==> src/rtl/id_stage.sv <==
// id_stage: IF/ID register, register-file read, write-back bypass, decode and ID/EX register.
// Ports: fetch handshake (if_*/id_ready), flush, rf read/write-back taps, ex_* ID/EX outputs with ex_ready backpressure.
module id_stage (
   input  logic        clk,
   input  logic        rst_n,
   input  logic        if_valid,
   input  logic [31:0] if_instr,
   input  logic [31:0] if_pc,
   output logic        id_ready,
   input  logic        flush,
   output logic [4:0]  rf_addr1,
   output logic [4:0]  rf_addr2,
   input  logic [31:0] rf_data1,
   input  logic [31:0] rf_data2,
   input  logic        wb_reg_write,
   input  logic [4:0]  wb_addr,
   input  logic [31:0] wb_data,
   input  logic        ex_ready,
   output logic        ex_valid,
   output logic [31:0] ex_pc,
   output logic [31:0] ex_op1,
   output logic [31:0] ex_op2,
   output logic [31:0] ex_imm,
   output logic [4:0]  ex_dest,
   output logic [4:0]  ex_shamt,
   output logic [3:0]  ex_alu_op,
   output logic        ex_alu_src_imm,
   output logic        ex_reg_write,
   output logic        ex_mem_read,
   output logic        ex_mem_write,
   output logic        ex_illegal,
   output logic [1:0]  ex_branch
);

   localparam logic [3:0] ALU_ADD  = 4'd0;
   localparam logic [3:0] ALU_SUB  = 4'd1;
   localparam logic [3:0] ALU_AND  = 4'd2;
   localparam logic [3:0] ALU_OR   = 4'd3;
   localparam logic [3:0] ALU_XOR  = 4'd4;
   localparam logic [3:0] ALU_NOR  = 4'd5;
   localparam logic [3:0] ALU_SLT  = 4'd6;
   localparam logic [3:0] ALU_SLTU = 4'd7;
   localparam logic [3:0] ALU_SLL  = 4'd8;
   localparam logic [3:0] ALU_SRL  = 4'd9;
   localparam logic [3:0] ALU_SRA  = 4'd10;
   localparam logic [3:0] ALU_LUI  = 4'd11;

   logic        id_valid;
   logic [31:0] id_instr;
   logic [31:0] id_pc;

   logic [5:0]  opcode;
   logic [5:0]  funct;
   logic [4:0]  rs;
   logic [4:0]  rt;
   logic [4:0]  rd;
   logic [4:0]  sh;
   logic [15:0] imm16;

   assign opcode = id_instr[31:26];
   assign rs     = id_instr[25:21];
   assign rt     = id_instr[20:16];
   assign rd     = id_instr[15:11];
   assign sh     = id_instr[10:6];
   assign funct  = id_instr[5:0];
   assign imm16  = id_instr[15:0];

   assign rf_addr1 = rs;
   assign rf_addr2 = rt;

   logic [3:0]  d_alu;
   logic        d_src;
   logic        d_rw;
   logic        d_mr;
   logic        d_mw;
   logic        d_ill;
   logic [1:0]  d_br;
   logic [4:0]  d_dest;
   logic [4:0]  d_shamt;
   logic [31:0] d_imm;
   logic        rt_used;
   logic [31:0] sext;
   logic [31:0] zext;

   assign sext = {{16{imm16[15]}}, imm16};
   assign zext = {16'h0, imm16};

   always_comb begin
      d_alu   = ALU_ADD;
      d_src   = 1'b0;
      d_rw    = 1'b0;
      d_mr    = 1'b0;
      d_mw    = 1'b0;
      d_ill   = 1'b0;
      d_br    = 2'b00;
      d_dest  = rt;
      d_shamt = 5'd0;
      d_imm   = sext;
      rt_used = 1'b0;
      unique case (1'b1)
         (opcode == 6'h00): begin
            d_dest  = rd;
            d_rw    = 1'b1;
            d_imm   = 32'h0;
            rt_used = 1'b1;
            unique case (1'b1)
               (funct == 6'h20),
               (funct == 6'h21): d_alu = ALU_ADD;
               (funct == 6'h22),
               (funct == 6'h23): d_alu = ALU_SUB;
               (funct == 6'h24): d_alu = ALU_AND;
               (funct == 6'h25): d_alu = ALU_OR;
               (funct == 6'h26): d_alu = ALU_XOR;
               (funct == 6'h27): d_alu = ALU_NOR;
               (funct == 6'h2A): d_alu = ALU_SLT;
               (funct == 6'h2B): d_alu = ALU_SLTU;
               (funct == 6'h00): begin
                  d_alu   = ALU_SLL;
                  d_shamt = sh;
               end
               (funct == 6'h02): begin
                  d_alu   = ALU_SRL;
                  d_shamt = sh;
               end
               (funct == 6'h03): begin
                  d_alu   = ALU_SRA;
                  d_shamt = sh;
               end
               default: begin
                  d_rw  = 1'b0;
                  d_ill = 1'b1;
               end
            endcase
         end
         (opcode == 6'h08),
         (opcode == 6'h09): begin
            d_src = 1'b1;
            d_rw  = 1'b1;
         end
         (opcode == 6'h0A): begin
            d_alu = ALU_SLT;
            d_src = 1'b1;
            d_rw  = 1'b1;
         end
         (opcode == 6'h23): begin
            d_src = 1'b1;
            d_rw  = 1'b1;
            d_mr  = 1'b1;
         end
         (opcode == 6'h2B): begin
            d_src   = 1'b1;
            d_mw    = 1'b1;
            rt_used = 1'b1;
         end
         (opcode == 6'h0C): begin
            d_alu = ALU_AND;
            d_src = 1'b1;
            d_rw  = 1'b1;
            d_imm = zext;
         end
         (opcode == 6'h0D): begin
            d_alu = ALU_OR;
            d_src = 1'b1;
            d_rw  = 1'b1;
            d_imm = zext;
         end
         (opcode == 6'h0E): begin
            d_alu = ALU_XOR;
            d_src = 1'b1;
            d_rw  = 1'b1;
            d_imm = zext;
         end
         (opcode == 6'h0F): begin
            d_alu = ALU_LUI;
            d_src = 1'b1;
            d_rw  = 1'b1;
            d_imm = {imm16, 16'h0};
         end
         (opcode == 6'h04): begin
            d_alu   = ALU_SUB;
            d_br    = 2'b01;
            rt_used = 1'b1;
         end
         (opcode == 6'h05): begin
            d_alu   = ALU_SUB;
            d_br    = 2'b10;
            rt_used = 1'b1;
         end
         default: d_ill = 1'b1;
      endcase
   end

   // $0 is never written, so a write to it is dropped here
   logic d_wr;
   assign d_wr = d_rw & (d_dest != 5'd0);

   // Register file write lands at the same edge, so forward it now
   logic [31:0] op1;
   logic [31:0] op2;
   assign op1 = (wb_reg_write && wb_addr != 5'd0 && wb_addr == rs) ? wb_data : rf_data1;
   assign op2 = (wb_reg_write && wb_addr != 5'd0 && wb_addr == rt) ? wb_data : rf_data2;

   logic hazard;
   logic ex_free;
   logic advance;
   assign hazard = id_valid & ex_valid & ex_mem_read & (ex_dest != 5'd0) &
                   ((ex_dest == rs) | (rt_used & (ex_dest == rt)));
   assign ex_free  = !ex_valid | ex_ready;
   assign advance  = id_valid & !hazard & ex_free;
   assign id_ready = !id_valid | advance;

   always_ff @(posedge clk or negedge rst_n) begin
      if (!rst_n) begin
         id_valid       <= 1'b0;
         id_instr       <= 32'h0;
         id_pc          <= 32'h0;
         ex_valid       <= 1'b0;
         ex_pc          <= 32'h0;
         ex_op1         <= 32'h0;
         ex_op2         <= 32'h0;
         ex_imm         <= 32'h0;
         ex_dest        <= 5'd0;
         ex_shamt       <= 5'd0;
         ex_alu_op      <= 4'd0;
         ex_alu_src_imm <= 1'b0;
         ex_reg_write   <= 1'b0;
         ex_mem_read    <= 1'b0;
         ex_mem_write   <= 1'b0;
         ex_illegal     <= 1'b0;
         ex_branch      <= 2'b00;
      end else if (flush) begin
         id_valid <= 1'b0;
         ex_valid <= 1'b0;
      end else begin
         if (advance) begin
            ex_valid       <= 1'b1;
            ex_pc          <= id_pc;
            ex_op1         <= op1;
            ex_op2         <= op2;
            ex_imm         <= d_imm;
            ex_dest        <= d_dest;
            ex_shamt       <= d_shamt;
            ex_alu_op      <= d_alu;
            ex_alu_src_imm <= d_src;
            ex_reg_write   <= d_wr;
            ex_mem_read    <= d_mr;
            ex_mem_write   <= d_mw;
            ex_illegal     <= d_ill;
            ex_branch      <= d_br;
         end else if (ex_ready) begin
            ex_valid <= 1'b0;
         end
         if (id_ready) begin
            id_valid <= if_valid;
            id_instr <= if_instr;
            id_pc    <= if_pc;
         end
      end
   end

endmodule

==> config.mk <==
export PLATFORM = sky130hd
export DESIGN_NAME = id_stage
export DESIGN_NICKNAME = d
export VERILOG_FILES = /design/src/rtl/id_stage.sv
export SDC_FILE = /design/constraint.sdc
export NUM_CORES = 1
export LEC_CHECK = 0
export CAP_MARGIN = 0
export CELL_PAD_IN_SITES_DETAIL_PLACEMENT = 2
export CELL_PAD_IN_SITES_GLOBAL_PLACEMENT = 2
export CORE_MARGIN = 2
export CORE_UTILIZATION = 28
export CTS_BUF_LIST = sky130_fd_sc_hd__clkbuf_4 sky130_fd_sc_hd__clkbuf_8 sky130_fd_sc_hd__clkbuf_16
export DETAILED_ROUTE_END_ITERATION = 8
export GPL_TIMING_DRIVEN = 0
export PLACE_DENSITY_LB_ADDON = 0.3
export SLEW_MARGIN = 10
export SYNTH_ARGS = -nofsm -noshare
export SYNTH_HDL_FRONTEND = slang
export SYNTH_SLANG_ARGS = --single-unit
==> constraint.sdc <==
create_clock -name clk -period 3.2 [get_ports clk]
set_input_delay 0.64 -clock clk [delete_from_list [all_inputs] [get_ports clk]]
set_output_delay 0.64 -clock clk [all_outputs]
set_load 0.05 [all_outputs]
== Word-level counts from Yosys, hierarchy flattened ==
Cells that the tools add are included.

* Magnitude comparators: 0
* Multiplexer cells: 22
* Divide/modulo/power cells: 0
* Equal/unequal tests: 27
* Reduce and logical (&&, ||, !) cells: 24
* Multipliers: 0
* Bitwise gates (word level): 12
* Shift-type cells: 0
* $add $sub $neg: 0

{| class="wikitable"
|+ Operator list
! operator !! number
|-
| 32-bit case mux with 3 select lines || 1
|-
| 6-bit == test (second input constant) || 12
|-
| 32-bit 2-to-1 mux || 2
|-
| 6-bit by 4-bit == test with 1-bit output (second input constant) || 7
|-
| 4-bit case mux with 10 select lines || 1
|-
| 4-bit case mux with 7 select lines || 1
|-
| 5-bit == test || 4
|-
| 5-bit 2-to-1 mux || 3
|-
| 5-bit nonzero test || 3
|-
| 13-bit OR reduction || 1
|-
| 6-bit by 2-bit == test with 1-bit output (second input constant) || 2
|-
| 6-bit by 3-bit == test with 1-bit output (second input constant) || 2
|-
| 6-bit zero test || 2
|-
| 1-bit 2-to-1 mux || 11
|-
| 11-bit OR reduction || 1
|-
| 9-bit OR reduction || 1
|-
| 1-bit bitwise AND || 8
|-
| 8-bit OR reduction || 1
|-
| 3-bit OR reduction || 2
|-
| 1-bit case mux with 2 select lines || 2
|-
| 2-bit case mux with 2 select lines || 1
|-
| 2-bit AND reduction || 2
|-
| 2-bit OR reduction || 2
|-
| 4-bit OR reduction || 1
|-
| 6 further kinds || 12
|}

* Memories kept: 0
* Output and inout port bits: 161
* Logic and storage cells: 102
* Bits in read-only memories: 0
* Bits in latches: 0
* Register bits: 215
* Bits in writable memories: 0
* Input port bits: 171

== Depth between registers and ports, before layout ==
* Word-level depth: 12
* Mapped depth: 11
* Depth with buffers taken out: 6

== Worst setup path after synthesis ==
OpenSTA, ideal clock, no wires.

* Kind: reg2out
* Start point: register ex_dest[1]
* End point: output port id_ready
* Path buffers: 0
* Data required time: 2560 ps
* Stages on the path, launching flop included: 6
* Data arrival time: 2734 ps
* Setup slack: -174 ps
* Cells stage by stage: dfrtp_1 > or4_4 > o211a_1 > o21ai_0 > inv_1 > o21ai_0

* Cells in the longest elaborated chain, start to end: 8
* Elaborated cells between the ends (all ways): 11

{| class="wikitable"
|+ Ends and longest elaborated chain
! element !! RTL line !! text
|-
| start: declaration || 24 || <nowiki>output logic [4:0] ex_dest,</nowiki>
|-
| start signal: assignment || 241 || <nowiki>ex_dest <= d_dest;</nowiki>
|-
| 5-bit == test || 207 || <nowiki>((ex_dest == rs) | (rt_used & (ex_dest == rt)));</nowiki>
|-
| 1-bit bitwise AND || 207 ||
|-
| 1-bit bitwise OR || 207 ||
|-
| 1-bit bitwise AND (*) || 206 || <nowiki>assign hazard = id_valid & ex_valid & ex_mem_read & (ex_dest != 5'd0) &</nowiki>
|-
| 1-bit zero test (*) || 209 || <nowiki>assign advance = id_valid & !hazard & ex_free;</nowiki>
|-
| 1-bit bitwise AND (*) (2 in a row) || 209 ||
|-
| 1-bit bitwise OR (*) || 210 || <nowiki>assign id_ready = !id_valid | advance;</nowiki>
|-
| end: declaration || 9 || <nowiki>output logic id_ready,</nowiki>
|}

Mark *: on every way between the ends. The rest lies on a longest branch, timed or not.

== Worst setup path after layout ==
Ends and elaborated chain as after synthesis.

==> results_dict.tcl <==
set metrics [dict create \
    wl_um 38100 \
    cp_cell_sequence "or4_4 > o211a_1 > o21ai_1 > inv_1 > o21ai_1 > buf_4" \
    ys_dominant_reg_cell "sky130_fd_sc_hd__dfrtp_1" \
    cts_tree "yes" \
    final_antenna_net_count 0 \
    share_of_cells_above_drive_strength_1_pct 8.74 \
    r2r_worst_path_depth 9 \
    drt_iter0_drc 290 \
    post_synth_main_area_contributors "sky130_fd_sc_hd__dfrtp_1 (57%), sky130_fd_sc_hd__nand2_1 (9.6%), sky130_fd_sc_hd__mux2i_1 (7.4%)" \
    place.gp.congestion 0.801 \
    layout_worst_path_cycle_share_pct 95.6 \
    critical_path.reg2reg.endpoint "id_pc[13]" \
    setup-violations-final 0 \
    std_cell_rows 67 \
    critical_path.endpoint "id_ready" \
    die_width_um 188 \
    grt_util_all_layers_pct 21.3 \
    grt_max_degree 104 \
    die_area_um2 35500 \
    rr_startpoint "id_instr[28]" \
    first_global_vias 9439 \
    cts_root_buffer "sky130_fd_sc_hd__clkbuf_16" \
    vdd_drop_max_mv 0.385 \
    drv_slew 0 \
    design.final.nets 1432 \
    r2r_setup_slack_ps 260 \
    routed_wire_length_per_instance_um 22.0 \
    crit_arrival_ps 2420 \
    drt_pre_antenna_iters 4 \
    fp.dieH_um 188 \
    max_slew.worst_pin.slew_ps 931 \
    p_leak_nw 6.19 \
    outcome "finished, final reports clean" \
    worstSetupStartpointType "register" \
    logic_depth_of_the_worst_setup_path_including_buffers 6 \
    register_area_um2 5380 \
    most_frequent_standard_cell_in_the_layout_excluding_fill_and_tap_cells "sky130_fd_sc_hd__clkdlybuf4s50_1" \
    netlist.top_cell.by_area "sky130_fd_sc_hd__dfrtp_1" \
    synth_nets 1067 \
    post_synth_num_cell_types 47 \
    worst_path_dominant_cell_family "simple AND/OR/NAND/NOR gates" \
    cts_max_path_buffers 3 \
    timing_hold_violations_final 0 \
    worst-path-buf-inv 2 \
    max-slew-margin-rel_pct 37.5 \
    initial_core_util_pct 28.4 \
    unrepaired_setup_endpoints_after_global_routing "no" \
    critical_path.max_fanout 5 \
    ys_async_sr_fraction_pct 100 \
    global_route.overflow_total 0 \
    max_stage_delay_ps 570 \
    insertedDiodeCount 0 \
    flip_flop_and_latch_count_after_synthesis 215 \
    postPlaceCellArea_um2 13500 \
    synth.avg_cell_area_um2 10.6 \
    yosysWarningCount 0 \
    finalSetupTns_ps 0 \
    max_freq_mhz 327 \
    area.growth.synth_to_final_pct 51.2 \
    crit_top_cell "sky130_fd_sc_hd__o21ai_1" \
    avgViaCountPerCell 4.78 \
    hp_class "register to register" \
    critical_path_class "register to output pin" \
    vias 8263 \
    cts.sinks 215 \
    io_pins 332 \
    fill_cells 3522 \
    h-tree-depth 1 \
    std_cell_core_area_um2 33500 \
    clkSlewWorstSetupHoldPaths_ps 60 \
    maximum_capacitance_violations 0 \
    multi_input_area_um2 3750 \
    drcViolationCount 0 \
    dp_hpwl_um 28800 \
    synth-edff-count 0 \
    finalInstanceArea_um2 14400 \
    postSynthCellCount 896 \
    tritoncts_buffer_count 26 \
    cpMaxStageDelayCell "sky130_fd_sc_hd__or4_4" \
    power-per-cell-area_nw_per_um2 708 \
    io_buffer_count 331 \
    required_arrival_time_at_the_worst_endpoint_ps 2560 \
    insertion_delay_ps 540 \
    antenna_violations_before_repair 5 \
    synth_largest_type_area_fraction_pct 56.5 \
    clock_skew_ps 7.88 \
    grt_first_pass_wirelength_um 58200 \
    synth_sequential_area_ratio_pct 56.5 \
    cp-end-kind "output pin" \
    launching_element_of_the_worst_setup_path "ex_dest[1]" \
    layout.cells.most_common_list "sky130_fd_sc_hd__clkdlybuf4s50_1 (329), sky130_fd_sc_hd__nand2_1 (244), sky130_fd_sc_hd__dfrtp_1 (213)" \
    period_minus_slack_ps 3060 \
    area_of_the_mapped_netlist_um2 9520 \
]
==> how the worst min path moves through the flow <==
stage	from	to	slack (ps)	depth (start not counted)
6_report	id_pc[20]	ex_pc[20]	460	2
5_1_grt	id_pc[7]	ex_pc[7]	490	2
4_1_cts	id_pc[20]	ex_pc[20]	470	2
3_5_place_dp	id_pc[10]	ex_pc[10]	460	2
3_3_place_gp	id_pc[6]	ex_pc[6]	440	2
2_1_floorplan	rst_n	ex_alu_op[0]	340	0
==> power by group <==
part	internal, mW	leakage, nW	switching (mW)
Sequential	3.20	2.66	0.361
Clock	1.87	0.452	1.21
Combinational	1.22	3.07	2.32
==> tightest hold or removal path: cells and delay by family (launching register included) <==
family | cells | cell delay [ps]
simple gates | 2 | 100
flops | 1 | 340
==> per-stage QoR <==
step,worst slack (ps),cells,util [%],power (mW),hold WS [ps]
final,142,1729,42.9,10.2,463
after floorplan,200,896,-,5.62,344
after CTS,15.2,1726,42.8,10.3,471
after detailed placement,-253,1677,40.1,7.17,456
after global routing,14.7,1729,42.9,10.6,486
after global placement,-8410,1675,39.9,7.06,441
==> cell families (layout without fill, tap and decap cells) <==
group / Yosys count / in the layout / share of synthesized area, %
buffers and inverters: 69 / 454 / 4.17
AND/OR/NAND/NOR: 312 / 312 / 13.7
flip-flops: 215 / 215 / 56.5
multiplexers: 134 / 134 / 14.9
AO/OA/AOI/OAI: 144 / 144 / 8.66
XOR/XNOR: 22 / 22 / 2.02
==> flip-flops by register name, indices dropped and copies added, names as in the netlist <==
register,flops
ex_illegal,1
id_pc,32
id_instr,32
id_valid,1
ex_alu_src_imm,1
ex_branch,2
ex_valid,1
ex_imm,32
ex_alu_op,4
ex_pc,32
ex_op2,32
ex_dest,5
ex_op1,32
ex_reg_write,1
ex_shamt,5
ex_mem_read,1
ex_mem_write,1
==> cell usage after synthesis (all sizes together) (3+ instances only) <==
cell,n
o41ai,3
xor2,5
clkbuf,25
nor2,14
nand2,244
or4,4
dfrtp,215
xnor2,17
mux2,64
nor3,6
nand3,24
inv,4
nand2b,5
nor4,4
mux2i,70
a21oi,23
buf,40
o21ai,102
nor2b,3
==> what timing repair did <==
action,4_1_cts,5_1_grt
hold endpoints to repair,16,0
gates resized for setup,8,4
pin swaps,0,1
endpoints found under the setup margin,1,1
buffers inserted,0,2
hold buffers,1,0
==> final cells by class <==
cell class / count / area share [%]
Timing Repair Buffer: 337 / 23.7
Clock inverter: 10 / 0.713
Clock buffer: 38 / 5.49
Multi-Input combinational cell: 612 / 26.1
Sequential cell: 215 / 37.4
Buffer: 65 / 2.66
Tap cell: 448 / 3.89
Inverter: 4 / 0.104
==> layer usage <==
layer | vias to the layer above | global-route usage, % | share of wire (%) | routed length [um]
li1 | 3757 | - | - | -
met1 | 4167 | 24.5 | 40 | 15100
met2 | 263 | 37.6 | 49 | 18700
met3 | 68 | 7.32 | 8.2 | 3140
met4 | 8 | 6.19 | 3.0 | 1160
met5 | - | 0 | 0.12 | 46
No activity file was read; power rests on OpenSTA's default activity.
